### src/rtl/fir_decimator_fifo_if.sv
// Stream bundle between the FIR filter, the boxcar decimator and its consumer.
// The master modport is the surrounding system; the slave modport is the decimator.
interface fir_decimator_fifo_if #(
  parameter int DATA_W          = 12,
  parameter int FIFO_DEPTH_LOG2 = 2
);
  logic signed [DATA_W-1:0]    data_in;
  logic                        in_valid;
  logic signed [DATA_W-1:0]    data_out;
  logic                        out_valid;
  logic                        out_ready;
  logic [FIFO_DEPTH_LOG2:0]    fifo_level;
  logic                        overflow;

  modport master (
    output data_in, in_valid, out_ready,
    input  data_out, out_valid, fifo_level, overflow
  );

  modport slave (
    input  data_in, in_valid, out_ready,
    output data_out, out_valid, fifo_level, overflow
  );
endinterface

### src/rtl/fir_decimator_fifo.sv
// Boxcar decimator: averages each block of 2**DECIM_LOG2 valid samples and queues
// the results in a small FIFO. Define ROUND_EN for round-half-up instead of floor.
module fir_decimator_fifo #(
  parameter int DATA_W          = 12,
  parameter int DECIM_LOG2      = 2,
  parameter int FIFO_DEPTH_LOG2 = 2
) (
  input  logic                clock,
  input  logic                reset,
  fir_decimator_fifo_if.slave bus
);
  localparam int ACC_W = DATA_W + DECIM_LOG2;
  localparam int DEPTH = 1 << FIFO_DEPTH_LOG2;
  localparam int LVL_W = FIFO_DEPTH_LOG2 + 1;

  localparam logic [DECIM_LOG2-1:0]      PHASE_ONE  = 1;
  localparam logic [DECIM_LOG2-1:0]      PHASE_LAST = '1;
  localparam logic [FIFO_DEPTH_LOG2-1:0] PTR_ONE    = 1;
  localparam logic [LVL_W-1:0]           LVL_ONE    = 1;
  localparam logic [LVL_W-1:0]           LVL_FULL   = LVL_W'(DEPTH);

`ifdef ROUND_EN
  // One extra bit keeps the bias addition exact at the positive rail.
  function automatic logic signed [DATA_W-1:0] scale(input logic signed [ACC_W-1:0] s);
    logic signed [ACC_W:0] w;
    w = $signed({s[ACC_W-1], s}) + $signed((ACC_W+1)'(1 << (DECIM_LOG2 - 1)));
    return DATA_W'(w >>> DECIM_LOG2);
  endfunction
`else
  function automatic logic signed [DATA_W-1:0] scale(input logic signed [ACC_W-1:0] s);
    return DATA_W'(s >>> DECIM_LOG2);
  endfunction
`endif

  // Stage p0: block accumulation
  logic signed [ACC_W-1:0]  acc_p0;
  logic [DECIM_LOG2-1:0]    phase_p0;
  logic signed [ACC_W-1:0]  sum_p0;
  logic signed [DATA_W-1:0] result_p0;
  logic                     vld_p0;

  assign sum_p0    = acc_p0 + $signed({{DECIM_LOG2{bus.data_in[DATA_W-1]}}, bus.data_in});
  assign vld_p0    = bus.in_valid && (phase_p0 == PHASE_LAST);
  assign result_p0 = scale(sum_p0);

  always_ff @(posedge clock or posedge reset) begin
    if (reset) begin
      acc_p0   <= '0;
      phase_p0 <= '0;
    end else if (bus.in_valid) begin
      if (phase_p0 == PHASE_LAST) begin
        acc_p0   <= '0;
        phase_p0 <= '0;
      end else begin
        acc_p0   <= sum_p0;
        phase_p0 <= phase_p0 + PHASE_ONE;
      end
    end
  end

  // Stage p1: result FIFO
  logic signed [DATA_W-1:0]   mem_p1 [DEPTH];
  logic [FIFO_DEPTH_LOG2-1:0] wr_ptr_p1;
  logic [FIFO_DEPTH_LOG2-1:0] rd_ptr_p1;
  logic [LVL_W-1:0]           level_p1;
  logic                       overflow_p1;
  logic                       vld_p1;
  logic                       full;
  logic                       pop;
  logic                       push_ok;

  assign vld_p1  = (level_p1 != '0);
  assign full    = (level_p1 == LVL_FULL);
  assign pop     = vld_p1 && bus.out_ready;
  // A full FIFO still takes the new result when the head leaves on the same edge.
  assign push_ok = vld_p0 && (!full || pop);

  always_ff @(posedge clock) begin
    if (push_ok) mem_p1[wr_ptr_p1] <= result_p0;
  end

  always_ff @(posedge clock or posedge reset) begin
    if (reset) begin
      wr_ptr_p1   <= '0;
      rd_ptr_p1   <= '0;
      level_p1    <= '0;
      overflow_p1 <= 1'b0;
    end else begin
      if (push_ok) wr_ptr_p1 <= wr_ptr_p1 + PTR_ONE;
      if (pop)     rd_ptr_p1 <= rd_ptr_p1 + PTR_ONE;
      case ({push_ok, pop})
        2'b10:   level_p1 <= level_p1 + LVL_ONE;
        2'b01:   level_p1 <= level_p1 - LVL_ONE;
        default: level_p1 <= level_p1;
      endcase
      if (vld_p0 && !push_ok) overflow_p1 <= 1'b1;
    end
  end

  assign bus.out_valid  = vld_p1;
  assign bus.data_out   = vld_p1 ? mem_p1[rd_ptr_p1] : '0;
  assign bus.fifo_level = level_p1;
  assign bus.overflow   = overflow_p1;
endmodule

### src/flat_wrapper.sv
// flat-port wrapper written by rule: the top's interface ports become plain ports
module fir_decimator_fifo_flat 
#(
  parameter int DATA_W          = 12,
  parameter int DECIM_LOG2      = 2,
  parameter int FIFO_DEPTH_LOG2 = 2
)
  (clock, reset, bus_data_in, bus_in_valid, bus_out_ready, bus_data_out, bus_out_valid, bus_fifo_level, bus_overflow);
  fir_decimator_fifo_if #(.DATA_W(DATA_W), .FIFO_DEPTH_LOG2(FIFO_DEPTH_LOG2)) bus_i ();
  input  logic clock;
  input  logic reset;
  input wire logic [$bits(bus_i.data_in)-1:0] bus_data_in;
  input wire logic [$bits(bus_i.in_valid)-1:0] bus_in_valid;
  input wire logic [$bits(bus_i.out_ready)-1:0] bus_out_ready;
  output wire logic [$bits(bus_i.data_out)-1:0] bus_data_out;
  output wire logic [$bits(bus_i.out_valid)-1:0] bus_out_valid;
  output wire logic [$bits(bus_i.fifo_level)-1:0] bus_fifo_level;
  output wire logic [$bits(bus_i.overflow)-1:0] bus_overflow;
  assign bus_i.data_in = bus_data_in;
  assign bus_i.in_valid = bus_in_valid;
  assign bus_i.out_ready = bus_out_ready;
  assign bus_data_out = bus_i.data_out;
  assign bus_out_valid = bus_i.out_valid;
  assign bus_fifo_level = bus_i.fifo_level;
  assign bus_overflow = bus_i.overflow;
  fir_decimator_fifo #(.DATA_W(DATA_W), .DECIM_LOG2(DECIM_LOG2), .FIFO_DEPTH_LOG2(FIFO_DEPTH_LOG2)) u_core (.clock(clock), .reset(reset), .bus(bus_i));
endmodule
### config.mk
export PLATFORM = sky130hd
export DESIGN_NAME = fir_decimator_fifo_flat
export DESIGN_NICKNAME = d
export VERILOG_FILES = /design/src/rtl/fir_decimator_fifo_if.sv /design/src/rtl/fir_decimator_fifo.sv /design/src/flat_wrapper.sv
export SDC_FILE = /design/constraint.sdc
export NUM_CORES = 1
export LEC_CHECK = 0
export CAP_MARGIN = 40
export CORE_ASPECT_RATIO = 1.75
export CORE_MARGIN = 2
export CORE_UTILIZATION = 50
export DETAILED_ROUTE_END_ITERATION = 8
export PLACE_DENSITY = 0.76
export SYNTH_ARGS = -nofsm -noshare
export SYNTH_HDL_FRONTEND = slang
export SYNTH_SLANG_ARGS = --single-unit
### constraint.sdc
create_clock -name clock -period 3.1 [get_ports clock]
set_clock_uncertainty 0.1 [all_clocks]
set_input_delay 0.62 -clock clock [delete_from_list [all_inputs] [get_ports clock]]
set_output_delay 0.62 -clock clock [all_outputs]
set_load 0.02 [all_outputs]
==> results.md, run 1 <==
- Cell family contributing the most delay on the critical path: simple AND/OR/NAND/NOR gates
- H-Tree Level Count: 3
- Hold Fails Final Rpt: 0
- Maxcap violations: 0
- Final global-route overflow total: 0
- TritonCTS clock tree: built
- DR iter-0 viols: 107
- Overall track demand over capacity in global routing: about a fifth
- Vias per std cell: 5.68
- Number of antenna violations at the first check in global routing: 0
- Minimum setup slack after placement: -60.0 ps
- I/O pin count: 33
- Cell area after placement: 4070 um^2
- Maximum vdd drop: around 0.00054 V
- Fin nets: about 340
- Crit share post-route: 93.2%
- Detailed-route wire length on metal 1: approximately 2800 um
- Clk root buf: clkbuf_16
- Vias in the first global route: between 2,000 and 2,500
- HPWL Detailed: between 4000 and 5000 um
- Maximum number of pins on one net before global-route repair: 25
- Crit path buf inv count: 1
- CP Data Required Time: 2380 ps
- Resize count post-CTS: 0
- Synth-to-Final Area Change: 23.6%
- Syn Area/Cell: approximately 14 um^2
- Die Height: 115 um
- Total net switching power: between 1.5 and 2 mW
- Met3 wire length: between 150 and 200 um
- Count of input and output buffers: 32
- Switching Share: 34.0%
- Prevailing post-synth register cell: edfxtp_1
- Transition at the pin with the smallest max-transition slack: ~870 ps
- Total power of the final layout: roughly 5.0 mW
- Routed wl met2: between 3000 and 4000 um
- Highest routed layer: met4
- CTS max path bufs: 2
- Synthesized instance count: about 260
- Hold Crit Start: u_core.bus.overflow
- Row count: 40
- Highest clock rate: about 350 MHz
- Static leakage: about 1.7 nW
- Vias post-DR: about 2,200
- Initial core utilization: 51.8%
- Final setup violation count: 0
- Type of destination of the critical path: primary output
- Die footprint: 7820 um^2
- Crit path from: u_core.bus.fifo_level[0]
- Clock network latency to the later pin of the worst-skew pair: 320 ps
- Part of the total power dissipated in the clock network: approximately 22%
- Setup TNS: 0 ps
- Core occupancy in the finished layout: between 60% and 70%
- Reg2Reg Launch Point: u_core.acc_p0[0]
- Clk pin slew, worst setup/hold paths: 50 ps
- Async SR Flop Fraction: between 30% and 40%
- Run status: finished, final reports clean
- Startpoint kind of the worst setup timing path: register
- Antenna Cells: 0
- Share of the yosys chip area belonging to registers: a little under three fifths
- Core Box Area: roughly 6900 um^2
- Portion of total power attributed to combinational logic: 45.1%
- Critical setup path kind: reg -> out
- Worst Hold Path Cells: 1
- Largest stage delay on the critical path: between 600 and 700 ps
- RePlAce Congestion: approximately 0.82
- Wire length reported by the detailed router: roughly 6700 um
- Proportion of layout cells with a drive suffix above 1: between 10% and 20%
- Relative slew slack: 41.8%
- Least setup slack across all paths after layout: roughly 210 ps
- Critical path arrival: about 2200 ps
- Total nets after synthesis: between 200 and 300
- Final routed DRC violation total: 0
- Critical path, cell by cell: or3_1 -> and2_1 -> clkdlybuf4s50_1
- Synth warnings: 0
- Horizontal die dimension: around 68 um
- Post-layout instance area: between 4000 and 5000 um^2
- Count of nets left with antenna violations after detail routing: 0
- Int Pwr: roughly 3.3 mW
- Number of pins exceeding their max-slew limit in the final report: 0
- Cell area after synthesis: 3550 um^2
- Power density over the cells: roughly 1100 nW/um^2
- Synth cell types: 48
- Path length in cells of the critical path: 3
- RSZ-0062 raised after global routing: no
- Crit-path max FO: 16
- Cells on worst reg2reg path: 8
- Slowest stage cell, crit path: or3_1
- Worst hold-check path type: reg -> reg
- Power share of the sequential group: roughly a third
- Number of synthesized register bits: just over 70
- WL/cell: about 17 um
- Minimum clock period: 2890 ps
- Cts-stage hold buffer count: 0
- Clock buffer count from CTS: 9
- Num Clock Sinks: around 70
- Number of detailed-route iterations in the first pass: 4
- Wire length of the first global-routing pass: between 10,000 and 15,000 um
- Number of flops mapped to enable cells by yosys: 48
- Post-CTS Setup Bufs: 0
## layout by cell type (no fill, tap or decap), types with 3 or more instances in the layout
cell type | Yosys | final
nand2_1 | 7 | 7
mux4_2 | 12 | 12
a211oi_1 | 3 | 3
a22o_1 | 12 | 12
nor2_1 | 10 | 10
o21ai_0 | 11 | 11
inv_1 | 8 | 8
clkdlybuf4s50_1 | 0 | 32
a21o_1 | 6 | 6
and2_1 | 17 | 17
buf_4 | 0 | 19
nand3_1 | 4 | 4
xor2_1 | 3 | 3
xnor2_1 | 13 | 13
edfxtp_1 | 48 | 48
clkbuf_16 | 0 | 9
a21oi_1 | 12 | 12
ha_1 | 18 | 18
dfrtp_1 | 24 | 24
## power groups by stage
stage	clock (mW)	combinational, mW	sequential, mW
2_1_floorplan	0	1.51	1.61
5_1_grt	1.15	2.47	1.65
6_report	1.10	2.24	1.62
3_3_place_gp	0	2.18	1.62
3_5_place_dp	0	2.25	1.63
4_1_cts	1.11	2.26	1.62
## area by class of cell
type	instances	area (um^2)
repair buffers	51	463
fillers	507	2470
well taps	84	105
clock inverters	4	67.6
multi-input cells	164	1430
clock buffers	12	256
flip-flops and latches	72	2040
inverters	8	30.0
## through the flow
step	instances	hold WS [ps]
6_report	395	353
5_1_grt	395	378
4_1_cts	395	360
3_5_place_dp	379	349
3_3_place_gp	379	338
2_1_floorplan	256	359
## sequential cells by signal, indices dropped and copies added, names as in the netlist
register	cells
u_core.bus.fifo_level	3
u_core.acc_p0	14
u_core.mem_p1	48
u_core.rd_ptr_p1	2
u_core.phase_p0	2
u_core.bus.overflow	1
u_core.wr_ptr_p1	2
## worst paths after layout
kind	to	slack (ps)
worst max-delay path	bus_data_out[8]	210
worst min-delay path	u_core.bus.overflow	350
worst max register to register	u_core.acc_p0[12]	560
worst min register to register	u_core.bus.overflow	350
max in group asynchronous	u_core.acc_p0[7]	2100
min in group asynchronous	u_core.acc_p0[2]	550
## routing by layer
metal,track usage [%],up-vias
met1,24.0,1122
met5,0,-
li1,-,1074
met2,34.2,37
met4,7.35,0
met3,4.17,12
## cells by family after synthesis
family          share of synthesized area, %
flops                                   57.5
xor+xnor                                3.95
buf+inv                                 2.36
fa+ha+maj                               7.47
mux                                     8.53
compound gates                          12.8
simple gates                            7.44
## synth_stat cells (2+ instances only)
| master | count | area share (%) |
|---|---|---|
| mux4_2 | 12 | 7.6 |
| xnor2_1 | 13 | 3.2 |
| a22o_1 | 12 | 3.0 |
| xor2_1 | 3 | 0.74 |
| fa_1 | 2 | 1.1 |
| and2_1 | 17 | 3.0 |
| ha_1 | 18 | 6.3 |
| o21ai_1 | 2 | 0.28 |
| a21o_1 | 6 | 1.3 |
| edfxtp_1 | 48 | 41 |
| o21a_1 | 2 | 0.42 |
| inv_1 | 8 | 0.85 |
| mux2_2 | 2 | 0.63 |
| o21ai_0 | 11 | 1.6 |
| nor2_1 | 10 | 1.1 |
| nand4_1 | 2 | 0.35 |
| or3_1 | 2 | 0.35 |
| nand3_1 | 4 | 0.56 |
| a211o_1 | 2 | 0.49 |
| a211oi_1 | 3 | 0.63 |
| clkbuf_1 | 9 | 0.95 |
| nand2_1 | 7 | 0.74 |
| a21oi_1 | 12 | 1.7 |
| dfrtp_1 | 24 | 17 |
| and3_1 | 2 | 0.35 |
No activity file was read; power rests on OpenSTA's default activity.
==> run 2: changes to the inputs <==
--- a/config.mk
+++ b/config.mk
@@ -5,12 +5,13 @@
 export SDC_FILE = /design/constraint.sdc
 export NUM_CORES = 1
 export LEC_CHECK = 0
-export CAP_MARGIN = 40
+export CAP_MARGIN = 30
 export CORE_ASPECT_RATIO = 1.75
 export CORE_MARGIN = 2
 export CORE_UTILIZATION = 50
 export DETAILED_ROUTE_END_ITERATION = 8
-export PLACE_DENSITY = 0.76
+export GPL_ROUTABILITY_DRIVEN = 0
+export PLACE_DENSITY = 0.72
 export SYNTH_ARGS = -nofsm -noshare
 export SYNTH_HDL_FRONTEND = slang
 export SYNTH_SLANG_ARGS = --single-unit
==> run 2 against run 1 <==
  * Die area did not move
  * Sequential share of layout area rose by 0.37 points
  * Clock power fell by 12%
  * Largest power group unchanged
  * Maximum frequency fell by 0.33%
  * Setup slack got worse by 9.7 ps
  * First-iteration DRC count rose by 15%
==> results.md, run 2 (same netlist as run 1, synthesis figures left out) <==
- Row count: 40
- Clock network latency to the later pin of the worst-skew pair: 330 ps
- Final setup violation count: 0
- Critical path, cell by cell: buf_4 -> mux4_2 -> and2_1 -> clkdlybuf4s50_1
- Slowest stage cell, crit path: mux4_2
- Portion of total power attributed to combinational logic: between 40% and 50%
- Met1 Track Usage GR: between 20% and 30%
- Crit-path max FO: 14
- Number of detailed-route iterations in the first pass: 4
- Vias per std cell: around 5.7
- Type of destination of the critical path: primary output
- Transition at the pin with the smallest max-transition slack: 911 ps
- Run status: finished, final reports clean
- Least setup slack across all paths after layout: slightly above 200 ps
- Switching Share: a little over a third
- Commonest cells after routing, fill and taps aside: edfxtp_1, clkdlybuf4s50_1, dfrtp_1, buf_4, ha_1
- Total net switching power: about 1.7 mW
- Met2 Track Usage GR: a little over a third
- Maximum number of pins on one net before global-route repair: 25
- Post-placement cell count: 380
- Critical path arrival: about 2200 ps
- H-Tree Level Count: 3
- Wire length of the first global-routing pass: ~11,000 um
- Hold Fails Final Rpt: 0
- Maximum vdd drop: roughly 0.0006 V
- Resize count post-CTS: 0
- Highest clock rate: approximately 350 MHz
- Largest stage delay on the critical path: 560 ps
- Initial core utilization: between 50% and 60%
- Antenna Cells: 0
- TritonCTS clock tree: built
- Clk root buf: clkbuf_16
- Power density over the cells: approximately 1100 nW/um^2
- Power share of the sequential group: 33.4%
- Flip-flop count of the largest register, all copies and words added: 48
- GR peak layer: met2
- Count of input and output buffers: 32
- Post-layout instance area: around 4400 um^2
- CTS max path bufs: 2
- RSZ-0062 raised after global routing: no
- Most common library cell in the layout ignoring fill and taps: edfxtp_1
- Overall track demand over capacity in global routing: between 20% and 30%
- HPWL Detailed: 4770 um
- Die Height: ~120 um
- Vias post-DR: 2,269
- Core Box Area: between 6000 and 7000 um^2
- Part of the total power dissipated in the clock network: between 20% and 30%
- Biggest register: u_core.mem_p1
- Clock buffer count from CTS: 9
- Number of antenna violations at the first check in global routing: 0
- Horizontal die dimension: a little under 70 um
- Synth-to-Final Area Change: 22.6%
- Vias in the first global route: roughly 2,300
- Total power of the final layout: between 4 and 5 mW
- Int Pwr: ~3.2 mW
- Core occupancy in the finished layout: between 60 and 70%
- I/O pin count: 33
- Cts-stage hold buffer count: 0
- Crit share post-route: roughly 93%
- Final global-route overflow total: 0
- Final routed DRC violation total: 0
- Global routing met3 resource utilization: roughly 4.8%
- Filler-free cell count of the finished design: 396
- DR iter-0 viols: 123
- Setup TNS: 0 ps
- Critical setup path kind: reg -> out
- CP Data Required Time: between 2000 and 2500 ps
- Clk pin slew, worst setup/hold paths: 50 ps
- Wire length reported by the detailed router: just under 7000 um
- Die footprint: between 7000 and 8000 um^2
- Cell area after placement: a little over 4000 um^2
- Fin nets: approximately 340
- Minimum setup slack after placement: -85.7 ps
- Number of pins exceeding their max-slew limit in the final report: 0
- Proportion of layout cells with a drive suffix above 1: 16.7%
- Minimum clock period: ~2900 ps
- Minimum hold slack: 363 ps
- Worst hold-check path type: reg -> reg
- Maxcap violations: 0
- Startpoint kind of the worst setup timing path: register
- Count of nets left with antenna violations after detail routing: 0
- Num Clock Sinks: 72
- Relative slew slack: 39.0%
- Post-CTS Setup Bufs: 0
- WL/cell: 17.6 um
- Static leakage: between 1.5 and 2 nW
## run 2: cell count changes in the layout (fill, tap and decap cells not counted), sizes merged
| cell | delta |
|---|---|
| clkinv | +1 |
| buf | +1 |
| bufinv | -1 |
## run 2: layout make-up
class,instances,area [um^2]
clock buffers,12,236
well taps,84,105
fillers,526,2500
multi-input cells,164,1430
repair buffers,52,470
flip-flops and latches,72,2040
inverters,8,30.0
clock inverters,4,45.0
## run 2: path summary, 6_finish.rpt
path | startpoint | endpoint | slack, ps | depth (start not counted)
worst max-delay path | u_core.rd_ptr_p1[0] | bus_data_out[6] | 200 | 4
worst min-delay path | u_core.bus.overflow | u_core.bus.overflow | 360 | 1
worst max register to register | u_core.acc_p0[0] | u_core.acc_p0[12] | 540 | 8
worst min register to register | u_core.bus.overflow | u_core.bus.overflow | 360 | 1
max in group asynchronous | reset | u_core.acc_p0[8] | 2090 | 3
min in group asynchronous | reset | u_core.bus.fifo_level[1] | 550 | 3
## run 2: worst max-delay path: cells and delay by family (launching register included)
kind / cells / cell delay (ps)
AND/OR/NAND/NOR: 1 / 170
multiplexers: 1 / 560
buffers and inverters: 2 / 800
flip-flops: 1 / 320
## run 2: power by group through the flow
stage	logic [mW]	clock network [mW]	registers, mW
2_1_floorplan	1.51	0	1.61
3_3_place_gp	2.20	0	1.62
3_5_place_dp	2.26	0	1.63
4_1_cts	2.29	0.988	1.62
5_1_grt	2.51	1.03	1.65
6_report	2.27	0.973	1.62
## run 2: routing by layer
| layer | vias to the layer above | routed length (um) | part of all wire (%) |
|---|---|---|---|
| met1 | 1137 | 2720 | 39 |
| met5 | - | 0 | 0 |
| met4 | 0 | 116 | 1.7 |
| met2 | 46 | 3950 | 57 |
| met3 | 8 | 185 | 2.7 |
| li1 | 1078 | - | - |
==> run 3: changes to the inputs <==
--- a/config.mk
+++ b/config.mk
@@ -8,10 +8,10 @@
 export CAP_MARGIN = 30
 export CORE_ASPECT_RATIO = 1.75
 export CORE_MARGIN = 2
-export CORE_UTILIZATION = 50
+export CORE_UTILIZATION = 40
 export DETAILED_ROUTE_END_ITERATION = 8
 export GPL_ROUTABILITY_DRIVEN = 0
-export PLACE_DENSITY = 0.72
+export PLACE_DENSITY = 0.6
 export SYNTH_ARGS = -nofsm -noshare
 export SYNTH_HDL_FRONTEND = slang
 export SYNTH_SLANG_ARGS = --single-unit
==> run 3 against run 2 <==
  * Total power increased by 0.66%
  * Via count decreased by 1.1%
  * Sequential share of layout area decreased by 0.79 points
  * Setup slack got worse by 15 ps
  * First-iteration DRC count decreased by 27%
  * Highest routed layer unchanged
  * Register-to-register slack improved by 40 ps
  * Sequential power about the same
  * Largest power group unchanged
  * Die area increased by 24%
  * Global-route usage decreased by 3.9 points
  * Largest cell class unchanged
  * Final area increased by 1.7%
  * Wire length increased by 1.1%
==> results.md, run 3 (same netlist as run 1, synthesis figures left out) <==
- Clk pin slew, worst setup/hold paths: ~60 ps
- Minimum hold slack: between 300 and 400 ps
- I/O pin count: 33
- Biggest register: u_core.mem_p1
- Clk root buf: clkbuf_16
- Highest clock rate: approximately 340 MHz
- Resize count post-CTS: 0
- Maximum vdd drop: 0.000451 V
- Overall track demand over capacity in global routing: around 17%
- Startpoint kind of the worst setup timing path: register
- TritonCTS clock tree: built
- Reg2Reg Launch Point: u_core.acc_p0[0]
- CP Data Required Time: 2380 ps
- Hold Crit Start: u_core.bus.overflow
- Worst hold-check path type: reg -> reg
- Minimum clock period: 2910 ps
- Flip-flop count of the largest register, all copies and words added: 48
- Core occupancy in the finished layout: about half
- Vias per std cell: ~5.2
- RSZ-0062 raised after global routing: no
- Core Box Area: between 8000 and 9000 um^2
- Crit path buf inv count: 1
- Transition at the pin with the smallest max-transition slack: just over 500 ps
- Num Clock Sinks: slightly above 70
- Cell family contributing the most delay on the critical path: simple AND/OR/NAND/NOR gates
- Clock network latency to the later pin of the worst-skew pair: 330 ps
- Static leakage: around 1.7 nW
- Die Height: about 130 um
- HPWL Detailed: around 5000 um
- Critical path, cell by cell: or3_1 -> and2_1 -> clkdlybuf4s50_1
- Die footprint: between 9000 and 10,000 um^2
- Crit-path max FO: 16
- Fin nets: about 350
- Maximum number of pins on one net before global-route repair: 25
- Commonest cells after routing, fill and taps aside: edfxtp_1, clkdlybuf4s50_1, dfrtp_1, buf_4, ha_1
- Vias in the first global route: 2,313
- Critical setup path kind: reg -> out
- Total power of the final layout: 4.89 mW
- Hold Fails Final Rpt: 0
- WL/cell: around 16 um
- Type of destination of the critical path: primary output
- Critical path arrival: between 2000 and 2500 ps
- Run status: finished, final reports clean
- Slowest stage cell, crit path: or3_1
- Crit share post-route: ~94%
- Antenna Cells: 0
- Final setup violation count: 0
- Relative slew slack: around 65%
- Crit path from: u_core.bus.fifo_level[0]
- Number of pins exceeding their max-slew limit in the final report: 0
- Power density over the cells: between 1000 and 1500 nW/um^2
- Proportion of layout cells with a drive suffix above 1: between 15 and 20%
- Final global-route overflow total: 0
- Final routed DRC violation total: 0
- Post-CTS Setup Bufs: 0
- Clock buffer count from CTS: 9
- Number of antenna violations at the first check in global routing: 0
- Vias post-DR: 2,245
- Largest stage delay on the critical path: approximately 620 ps
- Synth-to-Final Area Change: 24.7%
- Row count: 45
- DR iter-0 viols: 90
- CTS max path bufs: 2
- Most common library cell in the layout ignoring fill and taps: edfxtp_1
- Wire length of the first global-routing pass: 11,800 um
- Cts-stage hold buffer count: 0
- Count of nets left with antenna violations after detail routing: 0
- Maxcap violations: 0
- Horizontal die dimension: 75.2 um
- Number of detailed-route iterations in the first pass: 4
- H-Tree Level Count: 3
- Count of input and output buffers: 32
- Wire length reported by the detailed router: approximately 7000 um
- Initial core utilization: approximately 41%
==> run 3: cell types whose count changed in the layout (fill, tap and decap cells not counted) <==
cell / before / now
buf_4: 20 / 22
clkbuf_1: 3 / 1
buf_6: 0 / 1
clkinv_1: 0 / 1
clkinv_2: 3 / 2
clkinv_4: 0 / 1
clkinvlp_4: 0 / 1
==> run 3: area by class of cell <==
class,count,area [um^2]
Clock buffer,10,229
Timing Repair Buffer,55,497
Tap cell,117,146
Sequential cell,72,2040
Multi-Input combinational cell,164,1430
Clock inverter,6,60.1
Fill cell,776,4240
Inverter,8,30.0
==> run 3: power breakdown <==
part / internal [mW] / switching, mW / total, mW
logic: 1.09 / 1.20 / 2.29
clock network: 0.618 / 0.382 / 1.00
registers: 1.47 / 0.136 / 1.60
total: 3.17 / 1.72 / 4.89
==> run 3: final timing paths <==
path                                        to  slack, ps  depth (start not counted)
setup / recovery              bus_data_out[10]        190                          3
hold / removal             u_core.bus.overflow        360                          1
setup reg to reg             u_core.acc_p0[12]        580                          8
hold reg to reg            u_core.bus.overflow        360                          1
max in group asynchronous     u_core.acc_p0[6]       2090                          3
min in group asynchronous  u_core.bus.overflow        550                          3
==> run 3: through the flow <==
stage	cell area [um^2]	TNS [ps]	setup slack, ps	cells
after floorplan	3550	0	434	256
after global placement	4130	-21.7	-21.7	415
after detailed placement	4140	-614	-113	416
after CTS	4430	0	130	432
after global routing	4430	0	44.7	432
final	4430	0	188	432
==> run 3: routing by layer <==
metal  vias up  track usage [%]  wire [um]
li1       1086                -          -
met1      1108             20.0       2890
met2        38             28.4       3840
met3        13             3.52        188
met4         0             6.71        121
met5         -                0          0
